$ cat src/rtl/tlb_port_sched_pkg.sv
// tlb_port_sched_pkg: op codes, FSM states and owner codes shared by the
// TLB port scheduler and its latency counter.
package tlb_port_sched_pkg;
    localparam logic [1:0] OP_TLBP  = 2'b01;
    localparam logic [1:0] OP_TLBR  = 2'b10;
    localparam logic [1:0] OP_TLBWI = 2'b11;
    typedef enum logic [1:0] {
        S_IDLE   = 2'b00,
        S_LOOK   = 2'b01,
        S_OPRUN  = 2'b10,
        S_OPHOLD = 2'b11
    } state_t;
    typedef enum logic [1:0] {
        OWN_NONE = 2'b00,
        OWN_I    = 2'b01,
        OWN_D    = 2'b10,
        OWN_OP   = 2'b11
    } owner_t;
endpackage

$ cat src/rtl/tlb_sched_lat_cnt.sv
// tlb_sched_lat_cnt: TLB latency down-counter; o_fire marks the result cycle,
// o_zombie stays set after an abandoned transaction until its result drains.
module tlb_sched_lat_cnt #(
    parameter int LAT = 1
) (
    input  logic clk,
    input  logic rst,
    input  logic i_load,
    input  logic i_kill,
    output logic o_fire,
    output logic o_zombie
);
    logic [1:0] r_cnt;
    logic       r_fire;
    logic       r_zombie;
    always_ff @(posedge clk or posedge rst) begin
        if (rst) begin
            r_cnt    <= '0;
            r_fire   <= 1'b0;
            r_zombie <= 1'b0;
        end else begin
            r_cnt    <= i_load ? 2'(LAT) : (r_cnt != 2'd0 ? r_cnt - 2'd1 : 2'd0);
            r_fire   <= r_cnt == 2'd1;
            r_zombie <= (r_zombie | i_kill) & ~r_fire;
        end
    end
    assign o_fire   = r_fire;
    assign o_zombie = r_zombie;
endmodule

$ cat src/rtl/tlb_port_sched.sv
// tlb_port_sched: arbitrates the single TLB port among I/D translation and CP0
// TLB ops. Define TLB_SCHED_PERF_EN to add per-requester wait-cycle counters.
module tlb_port_sched
    import tlb_port_sched_pkg::*;
#(
    parameter int TLB_LAT    = 1,
    parameter int STARVE_MAX = 4
) (
    input  logic        clk,
    input  logic        rst,
    input  logic        flush,
    input  logic        i_req,
    input  logic [31:0] i_vaddr,
    output logic        i_gnt,
    output logic        i_rvalid,
    input  logic        d_req,
    input  logic [31:0] d_vaddr,
    output logic        d_gnt,
    output logic        d_rvalid,
    input  logic        op_req,
    input  logic [1:0]  op_type,
    output logic        op_gnt,
    output logic        op_done,
    output logic [31:0] tlb_vaddr,
    output logic        tlb_lookup_valid,
    output logic        tlb_op_tlbp,
    output logic        tlb_op_tlbr,
    output logic        tlb_op_tlbwi,
    output logic        stallreq_for_tlb,
    output logic        busy
`ifdef TLB_SCHED_PERF_EN
    ,
    output logic [31:0] perf_i_wait,
    output logic [31:0] perf_d_wait
`endif
);
    localparam int SW = $clog2(STARVE_MAX + 1);

    state_t        r_state, w_nxt;
    owner_t        r_owner;
    logic [1:0]    r_op;
    logic          r_sup;
    logic [SW-1:0] r_starve;
    logic          r_lv, r_tlbp, r_tlbr, r_tlbwi;
    logic [31:0]   r_vaddr;
    logic w_fire, w_zombie, w_look, w_oprun, w_hold, w_legal_op, w_can, w_force;
    logic w_op_g, w_i_g, w_d_g, w_kill;

    assign w_look     = r_state == S_LOOK;
    assign w_oprun    = r_state == S_OPRUN;
    assign w_hold     = r_state == S_OPHOLD;
    assign w_legal_op = op_req & (op_type != 2'b00);
    // Reset also gates grants so nothing combinational escapes while rst is high.
    assign w_can   = ~rst & ~flush & ~w_zombie & (r_state == S_IDLE | w_hold | (w_look & w_fire));
    assign w_force = r_starve == SW'(STARVE_MAX);
    assign w_op_g  = w_can & w_legal_op;
    assign w_i_g   = w_can & ~w_legal_op & i_req & (w_force | ~d_req);
    assign w_d_g   = w_can & ~w_legal_op & d_req & ~(w_force & i_req);
    // tlbwi has already modified the TLB once issued, so it is never abandoned.
    assign w_kill  = flush & (w_look | (w_oprun & r_op != OP_TLBWI));

    tlb_sched_lat_cnt #(.LAT(TLB_LAT)) u_lat (
        .clk      (clk),
        .rst      (rst),
        .i_load   (w_op_g | w_i_g | w_d_g),
        .i_kill   (w_kill),
        .o_fire   (w_fire),
        .o_zombie (w_zombie)
    );

    always_comb begin
        w_nxt = w_op_g ? S_OPRUN :
                (w_i_g | w_d_g) ? S_LOOK :
                (w_kill | w_hold | (w_look & w_fire)) ? S_IDLE :
                (w_oprun & w_fire) ? S_OPHOLD : r_state;
    end

    always_ff @(posedge clk or posedge rst) begin
        if (rst) begin
            r_state  <= S_IDLE;
            r_owner  <= OWN_NONE;
            r_op     <= '0;
            r_sup    <= 1'b0;
            r_starve <= '0;
            r_lv     <= 1'b0;
            r_tlbp   <= 1'b0;
            r_tlbr   <= 1'b0;
            r_tlbwi  <= 1'b0;
            r_vaddr  <= '0;
        end else begin
            r_state  <= w_nxt;
            r_owner  <= w_op_g ? OWN_OP : w_i_g ? OWN_I : w_d_g ? OWN_D :
                        (w_nxt == S_IDLE) ? OWN_NONE : r_owner;
            r_op     <= w_op_g ? op_type : r_op;
            r_sup    <= ~w_op_g & (r_sup | (flush & w_oprun));
            r_starve <= (w_d_g & i_req) ? (w_force ? r_starve : r_starve + SW'(1)) :
                        (w_i_g | ~i_req) ? '0 : r_starve;
            r_lv     <= w_i_g | w_d_g;
            r_tlbp   <= w_op_g & (op_type == OP_TLBP);
            r_tlbr   <= w_op_g & (op_type == OP_TLBR);
            r_tlbwi  <= w_op_g & (op_type == OP_TLBWI);
            r_vaddr  <= w_i_g ? i_vaddr : w_d_g ? d_vaddr : r_vaddr;
        end
    end

    assign i_gnt            = w_i_g;
    assign d_gnt            = w_d_g;
    assign op_gnt           = w_op_g;
    assign i_rvalid         = w_look & w_fire & ~flush & (r_owner == OWN_I);
    assign d_rvalid         = w_look & w_fire & ~flush & (r_owner == OWN_D);
    assign op_done          = w_oprun & w_fire & ~w_kill;
    assign tlb_vaddr        = r_vaddr;
    assign tlb_lookup_valid = r_lv;
    assign tlb_op_tlbp      = r_tlbp;
    assign tlb_op_tlbr      = r_tlbr;
    assign tlb_op_tlbwi     = r_tlbwi;
    // Stall drops in OPHOLD so CP0 captures the result on the following cycle.
    assign stallreq_for_tlb = ~rst & ((w_legal_op & ~(w_oprun | w_hold)) | (w_oprun & ~flush & ~r_sup));
    assign busy             = r_state != S_IDLE;

`ifdef TLB_SCHED_PERF_EN
    logic [31:0] r_pi, r_pd;
    always_ff @(posedge clk or posedge rst) begin
        if (rst) begin
            r_pi <= '0;
            r_pd <= '0;
        end else begin
            r_pi <= r_pi + 32'(i_req & ~w_i_g);
            r_pd <= r_pd + 32'(d_req & ~w_d_g);
        end
    end
    assign perf_i_wait = r_pi;
    assign perf_d_wait = r_pd;
`endif
endmodule

$ cat config.mk
export PLATFORM = sky130hd
export DESIGN_NAME = tlb_port_sched
export DESIGN_NICKNAME = d
export VERILOG_FILES = /design/src/rtl/tlb_port_sched_pkg.sv /design/src/rtl/tlb_sched_lat_cnt.sv /design/src/rtl/tlb_port_sched.sv
export SDC_FILE = /design/constraint.sdc
export NUM_CORES = 1
export LEC_CHECK = 0
export CORE_UTILIZATION = 36
export CTS_BUF_LIST = sky130_fd_sc_hd__clkbuf_4 sky130_fd_sc_hd__clkbuf_8
export DETAILED_ROUTE_END_ITERATION = 10
export PLACE_DENSITY = 0.74
export RECOVER_POWER = 25
export SKIP_CTS_REPAIR_TIMING = 1
export SLEW_MARGIN = 10
export SYNTH_ARGS = -nofsm -noshare
export SYNTH_HDL_FRONTEND = slang
export SYNTH_HIERARCHICAL = 1
export SYNTH_SLANG_ARGS = --single-unit
$ cat constraint.sdc
create_clock -name clk -period 2.2 [get_ports clk]
set_clock_uncertainty 0.05 [all_clocks]
set_input_delay 0.44 -clock clk [delete_from_list [all_inputs] [get_ports clk]]
set_output_delay 0.44 -clock clk [all_outputs]
set_load 0.01 [all_outputs]
==> run metrics <==
min Tclk post-route 2220 ps; syn_nets 310; number of I/O port buffers 115; CP Capture Type output pin; layout cells sized above 1 0.170; crit share post-route 1.01; GRT overflow 0; FFs w/ async S/R, synth 1.00; Pre-antenna DRT Iters 7; Worst Hold Class in -> async; final-report setup violation count 3; Rows 29; Cells after Synth 232; #FFs+latches synth 50; die width 84.1 um; CTS tree built; H-tree levels 2; outcome complete, but fails checks; f_max 450 MHz; clk sinks 50; final core occ 0.631; failing checks DRC, setup timing; worst-case vdd ir drop 615 uV; vias in the first global route 2162; RR Endpoint r_owner[1]; sequential area share after synthesis 0.515; crit path kind in -> out; height of the die 84.1 um; WP data arrival 1730 ps; Tot GR Track Use 0.177; RSZ-0062 raised after global routing true; initial antenna violation count 0; Pins Over Slew Limit 0; final hold slack 50.5 ps; Num CTS Buffers 5; area of the mapped netlist 0.00243 mm^2; worst reg-to-reg setup slack 150 ps; die area 0.00708 mm^2; Critical Path Start Type primary input; core area 0.00642 mm^2; Worst-Skew Late Latency 290 ps; Tightest Pin Transition 1440 ps; number of remaining DRC errors 23; max_cap viols 0; antenna-violating nets left 0; largest net degree at the start of global routing 35; clock slew at reported path FFs 80 ps; first-pass GRT wire length 10100 um; crit-path max FO 3; Synth-to-Final Area Change 66.9%; starting DRC count in detailed routing 86; syn avg cell area 10.5 um^2; critical path required time 1710 ps; clk buf depth 2; Starting Density 0.378; drt via density 4.86; Post-synth EDFFs 0; top_reg_cell synth dfrtp_1; power per cell area 1010 mW/mm^2; total wire length 6340 um; ant diodes 0; number of I/O pins 116; Leakage 1.94 nW; post-DR wirelength/cell 14.0 um; DR vias 2208; Worst R2R Start r_state[1]; CTS root buf clkbuf_8; yosys warns 6; PnR worst setup slack -23.3 ps; cells on worst reg2reg path 9; DP Wirelength 4950 um; nets 454; final hold vios 0; Slew Limit Headroom 0.0375; gp weighted congestion 0.884; Unique masters post-synth 34
-- cell usage after synthesis, types with 2 or more instances --
library cell	number	area [um^2]
o21ai_0	4	20.0
and3_1	2	12.5
mux2i_1	32	320
dfrtp_1	50	1250
inv_1	12	45.0
nor4_4	2	42.5
nor2_1	44	165
nand2_1	7	26.3
a211o_1	2	17.5
buf_4	2	15.0
nor3b_1	2	15.0
a21oi_1	35	175
nor4b_1	3	26.3
buf_2	8	40.0
or3_4	2	22.5
ha_1	6	75.1
nor2b_1	2	12.5
-- worst max-delay path by stage --
stage,start,end,depth (start not counted)
after floorplan,r_state[0],i_gnt,5
after global placement,rst,i_gnt,5
after detailed placement,rst,i_gnt,5
after CTS,rst,i_gnt,5
after global routing,r_state[1],d_gnt,6
final,op_type[1],i_gnt,5
-- cell families (layout without fill, tap and decap cells) --
family,after synthesis,in the layout,share of synthesized area
multiplexers,33,33,0.137
adder cells (fa/ha/maj),6,6,0.0309
flip-flops,50,50,0.515
AND/OR/NAND/NOR,69,69,0.149
buffers and inverters,22,167,0.0412
AO/OA/AOI/OAI,52,52,0.127
-- registers in the layout (all words and copies together) (netlist names) --
register,flops
u_lat/o_fire,1
r_state,2
r_owner,2
u_lat/o_zombie,1
r_op,2
u_lat/r_cnt,2
tlb_lookup_valid,1
tlb_op_tlbp,1
tlb_vaddr,32
tlb_op_tlbwi,1
r_sup,1
tlb_op_tlbr,1
r_starve,3
-- per-stage QoR --
step | instance area (um^2) | setup slack, ps | instances | TNS [ps] | power (mW)
floorplan | 2430 | 134 | 232 | 0 | 2.28
global placement | 3880 | -697 | 445 | -11160 | 3.34
detailed placement | 3880 | -715 | 445 | -13180 | 3.40
CTS | 4000 | -717 | 453 | -3540 | 4.06
global route | 4050 | -112 | 454 | -309 | 4.38
finish | 4050 | -23.3 | 454 | -34.1 | 4.11
-- critical path: stages --
cell and delay [ps]:
clkdlybuf4s50_1 460, o21a_1 230, or3_4 400, nor2_4 100
buf_6 110
-- per-layer routing --
metal	global-route usage	wire length, um
met5	0	0
met4	0.0470	78
met3	0.0452	460
met2	0.324	3190
met1	0.205	2620
-- cell usage in the layout, fill, tap and decap left out, types with 2 or more instances in the layout --
cell type,count
ha_4,2
dfrtp_1,50
inv_2,2
a21oi_1,35
nand2_1,6
nor4_4,2
nor2_1,42
mux2i_1,32
clkbuf_8,5
nor3b_1,2
dlymetal6s2s_1,4
nor4b_1,3
o21ai_0,2
buf_12,2
a211o_1,2
buf_6,4
or3_4,2
clkbuf_4,2
ha_1,3
nor2b_1,2
clkdlybuf4s50_1,105
buf_4,25
and3_1,2
clkbuf_1,3
inv_1,9
buf_2,3
nor3_2,2
-- cell type report --
cell class	instances	area, um^2
fillers	557	2370
clock buffers	7	83.8
flip-flops and latches	50	1250
repair buffers	147	1410
multi-input cells	160	1140
clock inverters	1	30.0
inverters	12	45.0
well taps	77	96.3
-- power breakdown --
part | internal (mW) | switching (mW) | leakage, nW
clock network | 0.365 | 0.278 | 0.0593
registers | 1.29 | 0.205 | 0.603
logic | 1.14 | 0.839 | 1.28
Note: power is estimated with default switching activity, not from simulation.
